--- src/rtl/rx_bit_sequencer.sv ---
// USB RX bit-level sequencer: drops stuff bits, assembles LSB-first bytes,
// counts bytes per packet and flags stuff, alignment and overflow errors.
module rx_bit_sequencer #(
  parameter int DATA_W    = 8,
  parameter int MAX_BYTES = 64
) (
  input  logic              clk,
  input  logic              nrst,
  input  logic              start,
  input  logic              shift_enable,
  input  logic              d_orig,
  input  logic              d_stuff,
  input  logic              eop,
  output logic [DATA_W-1:0] rx_byte,
  output logic              byte_ready,
  output logic [6:0]        byte_cnt,
  output logic              busy,
  output logic              pkt_done,
  output logic              stuff_err,
  output logic              align_err,
  output logic              ovf_err
);

  typedef enum logic [1:0] {IDLE, RECV, ERR} state_t;

  localparam logic [6:0] MAX_CNT  = 7'(MAX_BYTES);
  localparam logic [2:0] LAST_BIT = 3'(DATA_W - 1);

  state_t            state_q, state_d;
  logic [DATA_W-1:0] shift_q, shift_d;
  logic [DATA_W-1:0] rx_byte_q, rx_byte_d;
  logic [2:0]        bit_cnt_q, bit_cnt_d;
  logic [6:0]        byte_cnt_q, byte_cnt_d;
  logic              byte_ready_q, byte_ready_d;
  logic              busy_q, busy_d;
  logic              pkt_done_q, pkt_done_d;
  logic              stuff_err_q, stuff_err_d;
  logic              align_err_q, align_err_d;
  logic              ovf_err_q, ovf_err_d;
  logic [DATA_W-1:0] shifted;

  always_comb begin
    state_d      = state_q;
    shift_d      = shift_q;
    rx_byte_d    = rx_byte_q;
    bit_cnt_d    = bit_cnt_q;
    byte_cnt_d   = byte_cnt_q;
    byte_ready_d = 1'b0;
    pkt_done_d   = 1'b0;
    stuff_err_d  = stuff_err_q;
    align_err_d  = align_err_q;
    ovf_err_d    = ovf_err_q;
    shifted      = {d_orig, shift_q[DATA_W-1:1]};

    case (state_q)
      IDLE: begin
        if (start) begin
          state_d     = RECV;
          shift_d     = '0;
          bit_cnt_d   = '0;
          byte_cnt_d  = '0;
          stuff_err_d = 1'b0;
          align_err_d = 1'b0;
          ovf_err_d   = 1'b0;
        end
      end
      RECV: begin
        // EOP outranks any bit strobed in the same cycle
        if (eop) begin
          state_d = IDLE;
          if (bit_cnt_q == '0) pkt_done_d  = 1'b1;
          else                 align_err_d = 1'b1;
        end else if (shift_enable && d_stuff) begin
          if (d_orig) begin
            stuff_err_d = 1'b1;
            state_d     = ERR;
          end
        end else if (shift_enable) begin
          shift_d   = shifted;
          bit_cnt_d = bit_cnt_q + 3'd1;
          if (bit_cnt_q == LAST_BIT) begin
            if (byte_cnt_q == MAX_CNT) begin
              ovf_err_d = 1'b1;
              state_d   = ERR;
            end else begin
              rx_byte_d    = shifted;
              byte_ready_d = 1'b1;
              byte_cnt_d   = byte_cnt_q + 7'd1;
            end
          end
        end
      end
      ERR: begin
        if (eop) state_d = IDLE;
      end
      default: state_d = IDLE;
    endcase

    busy_d = (state_d != IDLE);
  end

  always_ff @(posedge clk or negedge nrst) begin
    if (!nrst) begin
      state_q      <= IDLE;
      shift_q      <= '0;
      rx_byte_q    <= '0;
      bit_cnt_q    <= '0;
      byte_cnt_q   <= '0;
      byte_ready_q <= 1'b0;
      busy_q       <= 1'b0;
      pkt_done_q   <= 1'b0;
      stuff_err_q  <= 1'b0;
      align_err_q  <= 1'b0;
      ovf_err_q    <= 1'b0;
    end else begin
      state_q      <= state_d;
      shift_q      <= shift_d;
      rx_byte_q    <= rx_byte_d;
      bit_cnt_q    <= bit_cnt_d;
      byte_cnt_q   <= byte_cnt_d;
      byte_ready_q <= byte_ready_d;
      busy_q       <= busy_d;
      pkt_done_q   <= pkt_done_d;
      stuff_err_q  <= stuff_err_d;
      align_err_q  <= align_err_d;
      ovf_err_q    <= ovf_err_d;
    end
  end

  assign rx_byte    = rx_byte_q;
  assign byte_ready = byte_ready_q;
  assign byte_cnt   = byte_cnt_q;
  assign busy       = busy_q;
  assign pkt_done   = pkt_done_q;
  assign stuff_err  = stuff_err_q;
  assign align_err  = align_err_q;
  assign ovf_err    = ovf_err_q;

endmodule

--- config.mk ---
export PLATFORM = sky130hd
export DESIGN_NAME = rx_bit_sequencer
export DESIGN_NICKNAME = d
export VERILOG_FILES = /design/src/rtl/rx_bit_sequencer.sv
export SDC_FILE = /design/constraint.sdc
export NUM_CORES = 1
export LEC_CHECK = 0
export CAP_MARGIN = 5
export CELL_PAD_IN_SITES_DETAIL_PLACEMENT = 1
export CELL_PAD_IN_SITES_GLOBAL_PLACEMENT = 2
export CORE_ASPECT_RATIO = 0.7
export CORE_UTILIZATION = 32
export CTS_BUF_LIST = sky130_fd_sc_hd__clkbuf_4 sky130_fd_sc_hd__clkbuf_8
export DETAILED_ROUTE_END_ITERATION = 8
export PLACE_DENSITY_LB_ADDON = 0.1
export SLEW_MARGIN = 20
export SYNTH_ARGS = -nofsm -noshare
export SYNTH_HDL_FRONTEND = slang
export SYNTH_SLANG_ARGS = --single-unit
--- constraint.sdc ---
create_clock -name clk -period 1.9 [get_ports clk]
set_input_delay 0.285 -clock clk [delete_from_list [all_inputs] [get_ports clk]]
set_output_delay 0.285 -clock clk [all_outputs]
set_load 0.05 [all_outputs]
==> impl.org, run 1 <==
** Flow run
- Total of max-cap violations :: 0

** Run status
- Violations in the final reports :: design-rule violations
- The flow ran to the end, but the final reports show violations.

** GRT
- The first global-routing pass estimated 6730 µm of wire.
- Initial antenna violation count :: 0
- Vias in the first global route :: 1321
- Maximum number of pins on one net before global-route repair :: 34
- Global routing used 17.8% of the available tracks.
- Remaining Overflow, GRT :: 0

** Detailed routing
- Post-detailed-route wirelength per cell :: 16.7 µm
- For this block, wires on met1 add up to 1950 µm.
- Routed wire length on met2 :: 1800 µm
- Summed over all layers, the routed wires come to 3940 µm.
- In this run the remaining antenna-violating nets after routing total 0.
- Detailed Route Iter0 Violations :: 55
- Detailed routing inserted a total of 1232 vias.
- Max layer used :: met4
- The first TritonRoute pass finished after 8 iterations.
- Using the TritonRoute via totals, the vias-per-cell ratio works out to 5.22.
- After detailed routing, the number of remaining DRC violations is 3.
- Detailed routing placed a total of 142 µm of wire on met3.

** Cells and area
- After filler insertion, the fill cell instance count of the layout stands at 491.
- Number of diodes :: 0
- Sequential cell area :: 828 µm²
- Summing all multi-input logic gate instances after layout gives 683 µm².
- Area overhead of the layout relative to synthesis :: 40.2%
- Of the cells placed in the final design, the portion with a size suffix greater than 1 is 26.5%.
- Count of nets after finishing :: 193
- Final core utilization :: 48.1%

** Synthesis
- Post-synthesis area per instance :: 11.8 µm²
- Synthesis instantiated 38 different standard cells from the library.
- Synthesis produced a netlist whose cell count is 130.
- The Yosys step of the flow raised 0 warnings.
- Fraction of synthesis flops using an asynchronous set or reset pin :: 100%
- In the post-synthesis netlist, the cell with the most instances is dfrtp_1.
- The synthesized design spends more area on one cell type than any other, namely dfrtp_1.
- Most common library cells after synthesis :: dfrtp_1 (33), a22o_1 (9), nor2_1 (9)
- Number of enable flip-flop cells after synthesis :: 0
- Synth Cell Area :: 1530 µm²
- In the post-synthesis netlist, the biggest area contributors are dfrtp_1 (54%), a22o_1 (5.2%), mux2_1 (5.2%).
- Part of the Yosys area used for sequential elements :: 54.1%
- In this run the biggest area consumer among cell types represents 54.1% of the synthesized area.
- For this run, the leading register cell type out of synthesis is dfrtp_1.
- Net count after synthesis :: 142
- Counting flops and latches in the post-synthesis netlist gives 33.

** Floorplanning
- Floorplan Core Area :: 4450 µm²
- Width of the die :: 84.6 µm
- Floorplan row count :: 20
- Die extent in y :: 59.8 µm
- Initial core utilization :: 34.3%
- For this design the top-level I/O count stands at 28.
- Die outline area :: 5060 µm²

** Clocking
- The clock drives 33 sinks.
- Number of buffers added to fix hold violations after cts :: 0
- TritonCTS clock tree :: yes
- Cell at the root of the clock tree :: clkbuf_8
- The clock reaches the later pin of the worst-skew pair after 0.28 ns.
- Cts bufs inserted :: 5
- After clock tree synthesis, the clock-pin slew on the worst setup and hold paths is 0.07 ns.
- CTS built an H-tree with a depth of 2.
- In this run the deepest clock path goes through 2 buffers.

** Setup path
- WP depth :: 8
- Crit-path slowest cell :: dfrtp_2
- Endpoint kind of the worst setup timing path :: flip-flop
- Critical Path Start Type :: flip-flop
- Worst Path Buf+Inv :: 3
- For the worst flop-to-flop path, the logic depth is 8.
- Reg-to-reg endpoint :: byte_cnt[0]
- The critical path goes through inv_1 -> ha_2 -> and4bb_2 -> nand2_2 -> and3_4 -> buf_12 -> buf_4 -> mux2_2.
- Crit path largest cell delay :: 0.40 ns
- Endpoint of the most critical setup path :: byte_cnt[0]
- On the critical path the largest part of the delay comes from simple AND/OR/NAND/NOR gates.
- Arrival time at the worst endpoint :: 2.00 ns
- Worst reg-to-reg setup slack :: 0.06 ns
- Source of the critical timing path :: byte_cnt[1]
- The critical path is of the flip-flop to flip-flop type.
- Worst r2r src :: byte_cnt[1]
- Along the worst path, the maximum fanout reaches 10.
- CP required :: 2.06 ns

** Power
- Pwr dens :: 775 nW/µm²
- Post-layout power :: 1.66 mW
- The analysis attributes to cell leakage a power of 1.02 nW.
- The worst-case IR drop observed on VDD is 0.385 mV.

** Placed design
- DPL Wire Length :: 2920 µm
- Routability-driven placement finished with a final weighted congestion of 0.721.
- The count of buffers added on input and output ports is 27.

** STA
- Headroom to the max-slew limit came out at 66.5%.
- Max Clock Freq :: 0.544 GHz
- Unrepaired setup endpoints after global routing :: yes
- Slew at the pin closest to its max-slew limit :: 0.501 ns
- Counting I/O delays and the setup requirement, the final critical path takes 1.84 ns.
- In the finished design, the share of the clock period the worst path needs comes to 96.8%.
- The number of max-slew violations in the final report was 0.
- Hold Violations, Final :: 0
- Final Skew :: 0.00675 ns
- Setup violations remaining at the end of the flow were counted as 0.

** Worst hold path
- The tightest min-delay check is of the input port to async pin type.
-- power by group --
group / internal [mW] / leakage (nW) / total, mW / switching, mW
clock network: 0.301 / 0.0477 / 0.540 / 0.239
logic: 0.141 / 0.525 / 0.353 / 0.212
registers: 0.739 / 0.451 / 0.766 / 0.0271
total: 1.18 / 1.02 / 1.66 / 0.478
-- cells in the final DEF (no fill, tap or decap), types with 2 or more instances in the layout --
master,n
a31oi_1,3
dfrtp_1,31
mux2_1,7
o21ai_0,3
clkdlybuf4s50_1,23
nor3b_2,2
inv_1,7
dfrtp_2,2
nand2_1,6
o21a_1,3
ha_1,4
a22o_1,9
mux2_2,2
nand2b_1,2
a21oi_1,3
buf_4,24
nand4_1,4
and3_1,2
nor2_1,9
nor2b_1,3
a41o_1,3
clkbuf_8,6
-- cell type report --
cell class | instances | share of cell area [%]
timing repair buffer | 49 | 20.6
inverter | 8 | 1.40
multi-input combinational | 84 | 31.9
clock buffer | 7 | 4.21
sequential | 33 | 38.7
tap | 55 | 3.21
-- worst register-to-register path, stage by stage (launching register included) --
cell and delay [ns]:
dfrtp_2 0.40, inv_1 0.06, ha_2 0.17, and4bb_2 0.30, nand2_2 0.08, and3_4 0.19
buf_12 0.14, buf_4 0.13, mux2_2 0.25
-- worst min path at each step --
stage / end
after detailed placement: rx_byte[4]
after floorplan: align_err
final: state_q[1]
after global placement: rx_byte[3]
after global routing: busy
after CTS: busy
-- sequential cells by signal, indices dropped and copies added (netlist names) --
register and cells:
bit_cnt_q 3, byte_cnt 7, ovf_err 1, pkt_done 1
align_err 1, byte_ready 1, state_q 2, stuff_err 1
busy 1, rx_byte 8, shift_q 7
-- metal layers --
metal | track usage, % | up-vias
met4 | 6.30 | 0
met5 | 0 | -
li1 | - | 574
met2 | 28.3 | 24
met1 | 23.9 | 629
met3 | 4.42 | 5
-- through the flow --
step,setup TNS [ns],instances,hold WS (ns),instance area (µm²),worst slack [ns]
after floorplan,0,130,-0.0106,1530,0.0188
after detailed placement,-3.15,227,0.477,1990,-0.228
final,0,236,0.418,2140,0.0602
after global placement,-3.83,227,0.468,1990,-0.271
after CTS,0,234,0.426,2090,0.00716
after global routing,-0.0891,236,0.446,2140,-0.0479
-- cell families after synthesis --
family	after synthesis	share of synthesized area [%]
flip-flops	33	54.1
AO/OA/AOI/OAI	31	16.0
multiplexers	10	7.29
buffers and inverters	13	3.93
AND/OR/NAND/NOR	38	14.7
adder cells (fa/ha/maj)	5	4.10
-- repair_timing --
| action | CTS | global route |
|---|---|---|
| endpoints found under the setup margin | 1 | 10 |
| gates resized for setup | 1 | 7 |
| gates cloned | 0 | 0 |
| endpoints found under the hold margin | 0 | 0 |
| setup buffers | 0 | 2 |
| pin swaps | 0 | 1 |
No activity file was read; power rests on OpenSTA's default activity.
==> inputs of run 2 (changes only) <==
--- a/config.mk
+++ b/config.mk
@@ -9,9 +9,11 @@
 export CELL_PAD_IN_SITES_DETAIL_PLACEMENT = 1
 export CELL_PAD_IN_SITES_GLOBAL_PLACEMENT = 2
 export CORE_ASPECT_RATIO = 0.7
-export CORE_UTILIZATION = 32
+export CORE_MARGIN = 3
+export CORE_UTILIZATION = 38
 export CTS_BUF_LIST = sky130_fd_sc_hd__clkbuf_4 sky130_fd_sc_hd__clkbuf_8
 export DETAILED_ROUTE_END_ITERATION = 8
+export DONT_BUFFER_PORTS = 1
 export PLACE_DENSITY_LB_ADDON = 0.1
 export SLEW_MARGIN = 20
 export SYNTH_ARGS = -nofsm -noshare
==> impl.org, run 2 (synthesized netlist as in run 1, its figures left out) <==
** Run status
- The flow ran to the end, and the final reports show no timing, DRC or antenna violations.

** Clocking
- The latest clock arrival within the worst-skew pair was 0.28 ns (about the same).
- TritonCTS built the clock tree.
- Sinks on the clock net :: 33 (unchanged)
- The number of buffers created by CTS was 5 (unchanged).
- Maximum root-to-sink buffer count :: 2 (unchanged)
- The clock-pin slew of the registers on the worst-case setup and hold paths came to 0.07 ns (about the same).
- Cell at the root of the clock tree :: clkbuf_8
- H-Tree Depth :: 2 (unchanged)

** Cells and area
- Sequential cell area :: 828 µm² (unchanged)
- Number of inserted filler cells in the final layout :: 403 (-18%)
- The footprint of the multi-input gates was 654 µm² (-4.2%).
- Most frequent cells in the layout :: dfrtp_1 (31), buf_4 (14), nor2_1 (9), a22o_1 (9)
- The number of cells in the finished layout apart from fillers was 200 (-15%).
- The post-layout net count is 161 (-17%).
- The cell area after layout was 1820 µm² (-15%).
- The flip-flop count of the largest register after layout was 8 (unchanged).
- Share of cells above drive strength 1 :: 24.7% (-1.9 points)
- The count of antenna diodes in the layout was 0 (unchanged).
- The share of the core filled with cells in the final layout is 49.2% (+1.1 points).
- Commonest non-fill, non-tap cell in the layout :: dfrtp_1
- Area overhead of the layout relative to synthesis :: 18.9%

** Power
- The leakage power total is 0.894 nW (-13%).
- The worst-case vdd ir drop came to 0.427 mV (+11%).
- The areal power density over the cells was 858 nW/µm² (+11%).

** Detailed routing
- Via count normalized by instance count :: 5.59 (+7.1%)
- The total routed wirelength came to 3700 µm (-5.9%).
- The detailed-router iteration count before antenna repair was 4 (-4).
- The average routed wire per standard cell was 18.5 µm (+11%).
- The number of nets with antenna violations after routing came to 0 (unchanged).
- DR vias :: 1118 (-9.3%)
- The DRC violations left was 0 (-3).
- Detailed Route Iter0 Violations :: 73 (+33%)

** Floorplanning
- Die extent in y :: 59.1 µm (-1.3%)
- Width of the die :: 81.8 µm (-3.3%)
- The count of boundary I/O pins was 28 (unchanged).
- Initial core utilization :: 41.4% (+7.1 points)
- The floorplan die area is 4830 µm² (-4.5%).
- The cell row count is 18 (-10%).
- Floorplan Core Area :: 3690 µm² (-17%)

** STA
- The transition time at the pin with the least slew margin is 0.498 ns (-0.00267 ns).
- The final critical path time including I/O delays and setup was 1.84 ns (+0.000303 ns).
- The setup clock skew after layout is 0.00454 ns (-0.00222 ns).
- The post-route clock period utilization was 96.8% (about the same).
- The worst setup margin is 0.0599 ns (-0.000303 ns).
- The fmax was 0.543 GHz (about the same).
- The relative max-transition margin was 66.8% (+0.28 points).
- The number of max-slew violations in the final report was 0 (unchanged).
- The total count of hold-check failures in the final report was 0 (unchanged).
- The final-report setup violation count came to 0 (unchanged).

** Setup path
- The setup path with the least slack is of type flip-flop to flip-flop.
- The worst path arrival time is 2.00 ns (about the same).
- Endpoint kind of the worst setup timing path :: flip-flop
- CP required :: 2.06 ns (about the same)
- The startpoint identified for the worst register-to-register timing path is state_q[1].
- Critical Path Start Type :: flip-flop
- The endpoint identified for the worst register-to-register timing path is rx_byte[3].
- Top fanout value on the critical path :: 11 (+1)
- The number of cells on the worst reg-to-reg path came to 5 (-3).
- The worst reg-to-reg setup slack came to 0.06 ns (about the same).

** Placed design
- DPL Wire Length :: 2630 µm (-9.8%)
- # placed instances :: 190 (-16%)
- The worst setup slack after placement is 0.0567 ns (+0.285 ns).
- Port Buf Inserts :: 0 (-100%)
- Global placer's final weighted congestion :: 0.791 (+9.7%)
- The cell area after placement was 1690 µm² (-15%).

** GRT
- Global-route wire length before repair :: 6100 µm (-9.4%)
- The number of antenna violations at the first check in global routing was 0 (unchanged).
- The pin count of the biggest net entering global routing came to 34 (unchanged).
- The number of global-route vias before repair was 1180 (-11%).
- Remaining Overflow, GRT :: 0 (unchanged)
- Global-route usage over all layers :: 17.3% (-0.50 points)

** Worst hold path
- Worst min-delay path category :: input port to flip-flop
- Hold path startpoint :: eop
- The worst hold path terminates at state_q[1].
- Along the worst hold path, the cell count comes to 1.

** Flow run
- The number of max-cap violations came to 0 (unchanged).
run 2: through the flow:
step / hold WS (ns) / setup TNS (ns) / total power [mW]
after floorplan: -0.0106 / 0 / 0.964
after global placement: -0.00981 / 0 / 1.02
after detailed placement: -0.00987 / 0 / 1.03
after CTS: 0.0888 / 0 / 1.58
after global routing: 0.0847 / -0.000155 / 1.66
final: 0.0973 / 0 / 1.56
run 2: power by group:
group | switching, mW | leakage, nW | internal, mW
clock | 0.248 | 0.0484 | 0.268
combinational | 0.129 | 0.395 | 0.0919
sequential | 0.0847 | 0.451 | 0.737
run 2: repair_timing:
action,4_1_cts,5_1_grt
endpoints found under the hold margin,33,0
resized for setup,0,3
setup buffers,0,0
hold buffers,2,0
setup endpoints to repair,0,9
run 2: per-layer routing:
metal / vias to the layer above / track usage (%) / wire length [µm] / part of all wire, %
li1: 517 / - / - / -
met2: 31 / 25.3 / 1640 / 44
met4: 0 / 6.16 / 26 / 0.70
met5: - / 0 / 0 / 0
met1: 566 / 24.4 / 1810 / 49
met3: 4 / 5.02 / 228 / 6.2
run 2: cell type report:
cell class	instances	share of cell area (%)
Timing Repair Buffer	17	8.54
Multi-Input combinational cell	84	36.0
Sequential cell	33	45.6
Inverter	8	1.65
Clock inverter	2	0.551
Clock buffer	6	4.20
Tap cell	50	3.44
run 2: worst max-delay path by stage:
stage | end | cells past startpoint | from | slack [ns]
floorplan | byte_cnt[0] | 6 | byte_cnt[0] | 0.02
global placement | rx_byte[7] | 5 | state_q[1] | 0.12
detailed placement | byte_cnt[4] | 7 | bit_cnt_q[0] | 0.06
CTS | byte_cnt[0] | 5 | state_q[0] | 0.02
global route | rx_byte[7] | 5 | state_q[1] | -0.0002
finish | rx_byte[3] | 5 | state_q[1] | 0.06
run 2: worst max-delay path: stages (launching register included):
cell and delay (ns):
dfrtp_1 0.38, or3b_4 0.42, nor3b_2 0.22, and3_1 0.24, buf_12 0.15, mux2_1 0.32
